$ cat src/rtl/pulse_dec_pkg.sv
// rtl/pulse_dec_pkg.sv - shared widths and state encoding for the 3:8 pulse decoder
package pulse_dec_pkg;

  localparam int SEL_W = 3;
  localparam int OUT_W = 8;

  typedef enum logic [1:0] {
    IDLE,
    ACTIVE,
    GAP
  } pdec_state_t;

  function automatic int max3(input int a, input int b, input int c);
    int m;
    m = (a > b) ? a : b;
    return (m > c) ? m : c;
  endfunction

endpackage

$ cat src/rtl/dec3_8_str.sv
// rtl/dec3_8_str.sv - gate-level combinational 3:8 decoder with enable
module dec3_8_str
  import pulse_dec_pkg::*;
(
  input  logic             en_i,
  input  logic [SEL_W-1:0] code_i,
  output logic [OUT_W-1:0] onehot_o
);

  logic [SEL_W-1:0] code_n;

  assign code_n = ~code_i;

  assign onehot_o[0] = en_i & code_n[2] & code_n[1] & code_n[0];
  assign onehot_o[1] = en_i & code_n[2] & code_n[1] & code_i[0];
  assign onehot_o[2] = en_i & code_n[2] & code_i[1] & code_n[0];
  assign onehot_o[3] = en_i & code_n[2] & code_i[1] & code_i[0];
  assign onehot_o[4] = en_i & code_i[2] & code_n[1] & code_n[0];
  assign onehot_o[5] = en_i & code_i[2] & code_n[1] & code_i[0];
  assign onehot_o[6] = en_i & code_i[2] & code_i[1] & code_n[0];
  assign onehot_o[7] = en_i & code_i[2] & code_i[1] & code_i[0];

endmodule

$ cat src/rtl/pulse_dec3_8_seq.sv
// rtl/pulse_dec3_8_seq.sv - handshaked 3:8 decoder driving a timed one-hot pulse and idle gap
module pulse_dec3_8_seq
  import pulse_dec_pkg::*;
#(
  parameter int PULSE_LEN = 4,
  parameter int GAP_LEN   = 1
) (
  input  logic             clk,
  input  logic             rst_n,
  input  logic             en,
  input  logic             in_valid,
  input  logic [SEL_W-1:0] in_code,
  output logic             in_ready,
  output logic [OUT_W-1:0] onehot,
  output logic             active,
  output logic             done,
  output logic [SEL_W-1:0] code_q
);

  localparam int CNT_W = $clog2(max3(PULSE_LEN, GAP_LEN, 2));
  localparam logic [CNT_W-1:0] PULSE_LOAD = CNT_W'(PULSE_LEN - 1);
  localparam logic [CNT_W-1:0] GAP_LOAD   = CNT_W'((GAP_LEN > 0) ? GAP_LEN - 1 : 0);
  localparam bit HAS_GAP = (GAP_LEN > 0);

  pdec_state_t      state_q;
  logic [CNT_W-1:0] cnt_q;
  logic [OUT_W-1:0] onehot_q;
  logic [OUT_W-1:0] onehot_d;
  logic             active_q;
  logic             done_q;
  logic             last_cycle;
  logic             can_take;
  logic             accept;

  assign last_cycle = (state_q == ACTIVE) && (cnt_q == '0);
  // Without a gap the final pulse cycle also takes the next code, so pulses abut.
  assign can_take   = (state_q == IDLE) || (!HAS_GAP && last_cycle);
  assign in_ready   = rst_n & en & can_take;
  assign accept     = in_valid & in_ready;

  dec3_8_str u_dec (
    .en_i     (accept),
    .code_i   (in_code),
    .onehot_o (onehot_d)
  );

  always_ff @(posedge clk) begin
    if (!rst_n) begin
      state_q  <= IDLE;
      cnt_q    <= '0;
      onehot_q <= '0;
      active_q <= 1'b0;
      done_q   <= 1'b0;
      code_q   <= '0;
    end else if (!en) begin
      state_q  <= IDLE;
      cnt_q    <= '0;
      onehot_q <= '0;
      active_q <= 1'b0;
      done_q   <= 1'b0;
    end else begin
      done_q <= 1'b0;
      case (state_q)
        IDLE: begin
          if (accept) begin
            code_q   <= in_code;
            onehot_q <= onehot_d;
            active_q <= 1'b1;
            cnt_q    <= PULSE_LOAD;
            state_q  <= ACTIVE;
          end
        end
        ACTIVE: begin
          if (cnt_q != '0) begin
            cnt_q <= cnt_q - 1'b1;
          end else begin
            done_q <= 1'b1;
            if (accept) begin
              code_q   <= in_code;
              onehot_q <= onehot_d;
              active_q <= 1'b1;
              cnt_q    <= PULSE_LOAD;
            end else if (HAS_GAP) begin
              onehot_q <= '0;
              active_q <= 1'b0;
              cnt_q    <= GAP_LOAD;
              state_q  <= GAP;
            end else begin
              onehot_q <= '0;
              active_q <= 1'b0;
              state_q  <= IDLE;
            end
          end
        end
        GAP: begin
          if (cnt_q != '0) begin
            cnt_q <= cnt_q - 1'b1;
          end else begin
            state_q <= IDLE;
          end
        end
        default: begin
          state_q  <= IDLE;
          cnt_q    <= '0;
          onehot_q <= '0;
          active_q <= 1'b0;
        end
      endcase
    end
  end

  assign onehot = onehot_q;
  assign active = active_q;
  assign done   = done_q;

endmodule

$ cat config.mk
export PLATFORM = sky130hd
export DESIGN_NAME = pulse_dec3_8_seq
export DESIGN_NICKNAME = d
export VERILOG_FILES = /design/src/rtl/pulse_dec_pkg.sv /design/src/rtl/dec3_8_str.sv /design/src/rtl/pulse_dec3_8_seq.sv
export SDC_FILE = /design/constraint.sdc
export NUM_CORES = 1
export LEC_CHECK = 0
export ABC_AREA = 0
export CAP_MARGIN = 10
export CORE_MARGIN = 2
export CORE_UTILIZATION = 41
export DETAILED_ROUTE_END_ITERATION = 8
export PLACE_DENSITY = 0.73
export RECOVER_POWER = 25
export SLEW_MARGIN = 20
export SYNTH_ARGS = -nofsm -noshare
export SYNTH_HDL_FRONTEND = slang
export SYNTH_SLANG_ARGS = --single-unit
$ cat constraint.sdc
create_clock -name clk -period 1.4 [get_ports clk]
set_clock_uncertainty 0.2 [all_clocks]
set_input_delay 0.21 -clock clk [delete_from_list [all_inputs] [get_ports clk]]
set_output_delay 0.21 -clock clk [all_outputs]
set_load 0.1 [all_outputs]
Yosys cells after proc, flatten, opt, wreduce, memory -nomap -nowiden

Index checks and enable logic that the tools add are counted.

Register bits: 17
Latch bits: 0
Memory bits (writable): 0
Memory bits (read-only): 0
Input port bits: 7
Output and inout bits: 14
Logic and storage cells: 64
Memories: 0

Add/subtract/negate cells: 1
Multipliers: 0
Div/mod/pow operators: 0
Magnitude comparators: 0
Equal/unequal tests: 7
Shift-type cells: 0
Mux-type cells: 22
Bitwise operators: 19
Reduce and logical (&&, ||, !) cells: 9

Operator list:

| kind                                                  | count |
|---|---|
| 2-to-1 mux 8 bit                                      | 3 |
| one-hot mux 8 bit (3 select lines)                    | 1 |
| bitwise AND 1 bit                                     | 17 |
| 2-to-1 mux 2 bit                                      | 8 |
| one-hot mux 2 bit (3 select lines)                    | 2 |
| AND reduction 3 bit                                   | 3 |
| inequality test 2 bit, second input constant          | 4 |
| 2-to-1 mux 3 bit                                      | 2 |
| one-hot mux 3 bit (2 select lines)                    | 1 |
| 2-to-1 mux 1 bit                                      | 4 |
| AND reduction 2 bit                                   | 2 |
| AND reduction 4 bit                                   | 1 |
| nonzero test 2 bit                                    | 2 |
| inverter 3 bit                                        | 1 |
| one-hot mux 1 bit (3 select lines)                    | 1 |
| equality test 2 x 1 -> 1 bit, second input constant   | 1 |
| equality test 2 bit, second input constant            | 1 |
| logical NOT 2 bit                                     | 1 |
| inequality test 2 x 1 -> 1 bit, second input constant | 1 |
| subtractor 2 x 1 -> 2 bit, second input constant      | 1 |
| inverter 1 bit                                        | 1 |

Logic depth before layout (Yosys ltp)

Word-level depth: 9
Gate-level depth with buffers: 6
Depth with buffers taken out: 5

Cells and area by module

Synthesis repeated with hierarchy kept, for this count alone.

Cells, all modules: 96
Area, all modules: 898.4 sq um

Modules (own cells, without submodules):

| module           | instances | cells each | area each (sq um) | sequential area each (sq um) |
|---|---|---|---|---|
| pulse_dec3_8_seq | 1         | 88         | 802.0             | 340.3 |
| dec3_8_str       | 1         | 8          | 96.3              | 0.0 |

Worst setup path after synthesis

No wires, ideal clock.

Path kind: register to output
Start point: register state_q[1]
End point: output in_ready
Arrival: 1813 ps
Data required time: 990 ps
Path slack: -823 ps
Cell stages (with the launch flop): 3
Buffers on the path: 0
Cell sequence: dfxtp_1 -> nand3b_1 -> nor2_1

Longest elaborated chain between the ends: 2

RTL lines:

| item                   | line                   | RTL |
|---|---|---|
| start, declared        | pulse_dec3_8_seq.sv:25 | `pdec_state_t state_q;` |
| start signal, assigned | pulse_dec3_8_seq.sv:49 | `state_q <= IDLE;` |
| start signal, assigned | pulse_dec3_8_seq.sv:56 | `state_q <= IDLE;` |
| start signal, assigned | pulse_dec3_8_seq.sv:70 | `state_q <= ACTIVE;` |
| logical NOT 2 bit      | pulse_dec3_8_seq.sv:37 | `assign can_take = (state_q == IDLE) \|\| (!HAS_GAP && last_cycle);` |
| bitwise AND 1 bit      | pulse_dec3_8_seq.sv:38 | `assign in_ready = rst_n & en & can_take;` |
| end, declared          | pulse_dec3_8_seq.sv:13 | `output logic in_ready,` |

Every way passes these cells.

Worst setup path in the final report

Same ends and word-level chain as after synthesis.

==> reports/summary.txt <==
===========================================================================
IO Count                                                                 21
Buffer depth of the longest clock path                                    2
Leading cell types in the layout, fill and taps excluded       dfxtp_2, buf_12, nand2_1
Hold Vio Cnt, Final                                                       0
Floorplan die area                                                2220 um^2
Routed via count                                                        806
Fmax                                                              0.610 GHz
Crit path arrival time                                              1.23 ns
Initial Util                                                          0.441
Crit share post-route                                                  1.17
Global router's overall resource usage                                0.229
Floorplan row count                                                      15
Reg-to-reg critical path startpoint                              state_q[1]
FF-to-FF path depth                                                       5
Clock share of power                                                  0.259
Mean post-synth cell area                                         9.06 um^2
Clock slew at reported path FFs                                     0.11 ns
Core Box Area                                                     1730 um^2
Path type of the worst min-delay path                          primary input to register
Number of hold buffers added after cts                                    0
Worst slew pin tran                                                0.248 ns
Largest fanout on the critical path                                       2
Clock latency on the worst-skew pair                                0.31 ns
Clk Tree Root Cell                                                 clkbuf_4
Ant diodes                                                                0
Startpoint of the lowest-slack hold path                              rst_n
Internal portion of total power                                    0.740 mW
Nets in the synthesized netlist                                          92
Proportion of total power due to net switching                        0.327
Wire length of the first global-routing pass                        3370 um
Max Cap Violations                                                        0
CTS sink count                                                           17
Filler instances                                                         94
Switching power of the nets                                        0.360 mW
Setup Crit Path Kind                                           register to primary output
Cts bufs inserted                                                         3
Placer congestion estimate                                            0.782
Average vias per placed instance                                       5.45
Netlist area before placement                                      761 um^2
Worst setup slack after placement                                 -0.393 ns
TritonCTS clock tree                                                    yes
Hold Path Depth                                                           3
Relative max-transition margin                                        0.835
Layout Area Growth over Synthesis                                     88.5%
Part of the power in registers                                        0.465
Final cell utilization of the core                                    0.830
Violated checks                                                negative setup slack
Unrepaired setup endpoints after global routing                        true
Worst R2R End                                                     onehot[2]
Pleak                                                              0.563 nW
Run status                                                     complete, but fails checks
Synth unique cells                                                       30
Storage cell area                                                  359 um^2
Layout net count                                                        132
Register area share after synthesis                                   0.447
Maximum number of pins on one net before global-route repair             13
PnR worst setup slack                                             -0.239 ns
DRT Wirelength                                                      2440 um
CP endpoint kind                                               primary output
Number of instances in the synthesized netlist                           84
Period minus WS final                                               1.64 ns
Count of port buffers added during placement                             20
Post-detailed-placement half-perimeter wirelength                   1580 um
Chip height                                                         47.1 um
Startpoint kind of the worst setup timing path                     register
Via count of the first global-routing pass                              768
Count of state elements after synthesis                                  17
Setup TNS                                                          -2.38 ns
Worst hold endpoint                                               code_q[1]
H-tree levels                                                             1
Die W                                                               47.1 um
Peak supply drop                                                     694 uV
DR pass1 iterations                                                       4
Final setup vio count                                                    16
Post-DR wirelength/cell                                             16.5 um
GR Overflow Total                                                         0
Proportion of layout cells with a drive suffix above 1                0.634
Area occupied by multi-input gates                                 502 um^2
Post-DRT Antenna Nets                                                     0
# DRC                                                                     0
Pwr Density                                                     767 nW/um^2
Setup slack on the worst flop-to-flop path                         -0.22 ns
Power share of the combinational group                                0.276
Iteration-0 DRC Markers                                                  12
Number of synthesis warnings                                              0
Initial antenna violation count                                           0
Final Slew Violations                                                     0
Req. time, crit path                                                0.99 ns
===========================================================================
sequential cells by signal, summed over array words and instances, names as in the netlist:
name / count
active: 1
cnt_q: 2
code_q: 3
done: 1
onehot: 8
state_q: 2
worst max-delay path by stage:
| stage | depth (start not counted) | slack, ns | startpoint | to |
|---|---|---|---|---|
| final | 3 | -0.24 | state_q[1] | in_ready |
| after global routing | 3 | -0.27 | state_q[1] | in_ready |
| after CTS | 3 | -0.21 | state_q[1] | in_ready |
| after detailed placement | 4 | -0.39 | rst_n | onehot[0] |
| after global placement | 4 | -0.25 | rst_n | onehot[0] |
| after floorplan | 2 | -0.09 | state_q[1] | in_ready |
routing by layer:
| layer | global-route usage | part of all wire | vias to the layer above |
|---|---|---|---|
| met5 | 0 | 0 | - |
| met4 | 0.178 | 0.050 | 0 |
| met3 | 0.0538 | 0.047 | 12 |
| met2 | 0.378 | 0.51 | 31 |
| met1 | 0.250 | 0.39 | 384 |
| li1 | - | - | 379 |
Yosys cell counts, drive strengths merged:
| cell | n | area (um^2) |
|---|---|---|
| nand2 | 15 | 56.3 |
| and2b | 1 | 8.76 |
| o21a | 2 | 15.0 |
| or3b | 1 | 8.76 |
| o311a | 1 | 10.0 |
| or3 | 1 | 6.26 |
| inv | 3 | 11.3 |
| nand3b | 4 | 33.8 |
| buf | 4 | 38.8 |
| nand3 | 4 | 25.0 |
| nor2b | 2 | 12.5 |
| dfxtp | 17 | 340 |
| nor3 | 2 | 10.0 |
| nor2 | 3 | 11.3 |
| o21ai | 7 | 46.3 |
| ha | 1 | 12.5 |
| and3b | 1 | 10.0 |
| a31oi | 1 | 6.26 |
| and2 | 2 | 15.0 |
| o22a | 1 | 10.0 |
| o22ai | 8 | 50.1 |
| o2bb2ai | 1 | 8.76 |
| o21bai | 1 | 7.51 |
| nand2b | 1 | 6.26 |
power by group through the flow:
stage | Clock [mW] | Combinational, mW | Sequential, mW
2_1_floorplan | 0 | 0.105 | 0.572
3_3_place_gp | 0 | 0.256 | 0.521
4_1_cts | 0.278 | 0.281 | 0.511
6_report | 0.285 | 0.304 | 0.511
3_5_place_dp | 0 | 0.262 | 0.522
5_1_grt | 0.297 | 0.318 | 0.512
repair_timing:
action | CTS | global route
hold endpoints to repair | 0 | 0
setup endpoints to repair | 9 | 16
buffers inserted | 2 | 2
pin swaps | 6 | 12
gates cloned | 1 | 0
resized for setup | 15 | 16
through the flow:
stage / hold WS (ns) / power (mW) / instance area, um^2 / instances
floorplan: 0.153 / 0.677 / 805 / 84
global placement: 0.266 / 0.777 / 1250 / 139
detailed placement: 0.275 / 0.784 / 1250 / 139
CTS: 0.143 / 1.07 / 1360 / 146
global route: 0.175 / 1.13 / 1430 / 148
finish: 0.158 / 1.10 / 1430 / 148
worst max-delay path: stages (launching register included):
cell	delay, ns
dfxtp_2	0.34
nand3b_1	0.24
nor2_4	0.16
buf_12	0.18
cell type report:
type | count | area share
sequential | 17 | 0.250
timing repair buffer | 38 | 0.349
clock inverter | 1 | 0.00349
inverter | 3 | 0.00960
tap | 25 | 0.0218
clock buffer | 3 | 0.0157
multi-input combinational | 61 | 0.350
cells by family after synthesis:
logic type               Yosys count  share of synthesized area
AO/OA/AOI/OAI                     22                      0.202
AND/OR/NAND/NOR                   37                      0.268
buffers and inverters              7                     0.0658
flip-flops                        17                      0.447
adder cells (fa/ha/maj)            1                     0.0164
No activity file was read; power rests on OpenSTA's default activity.
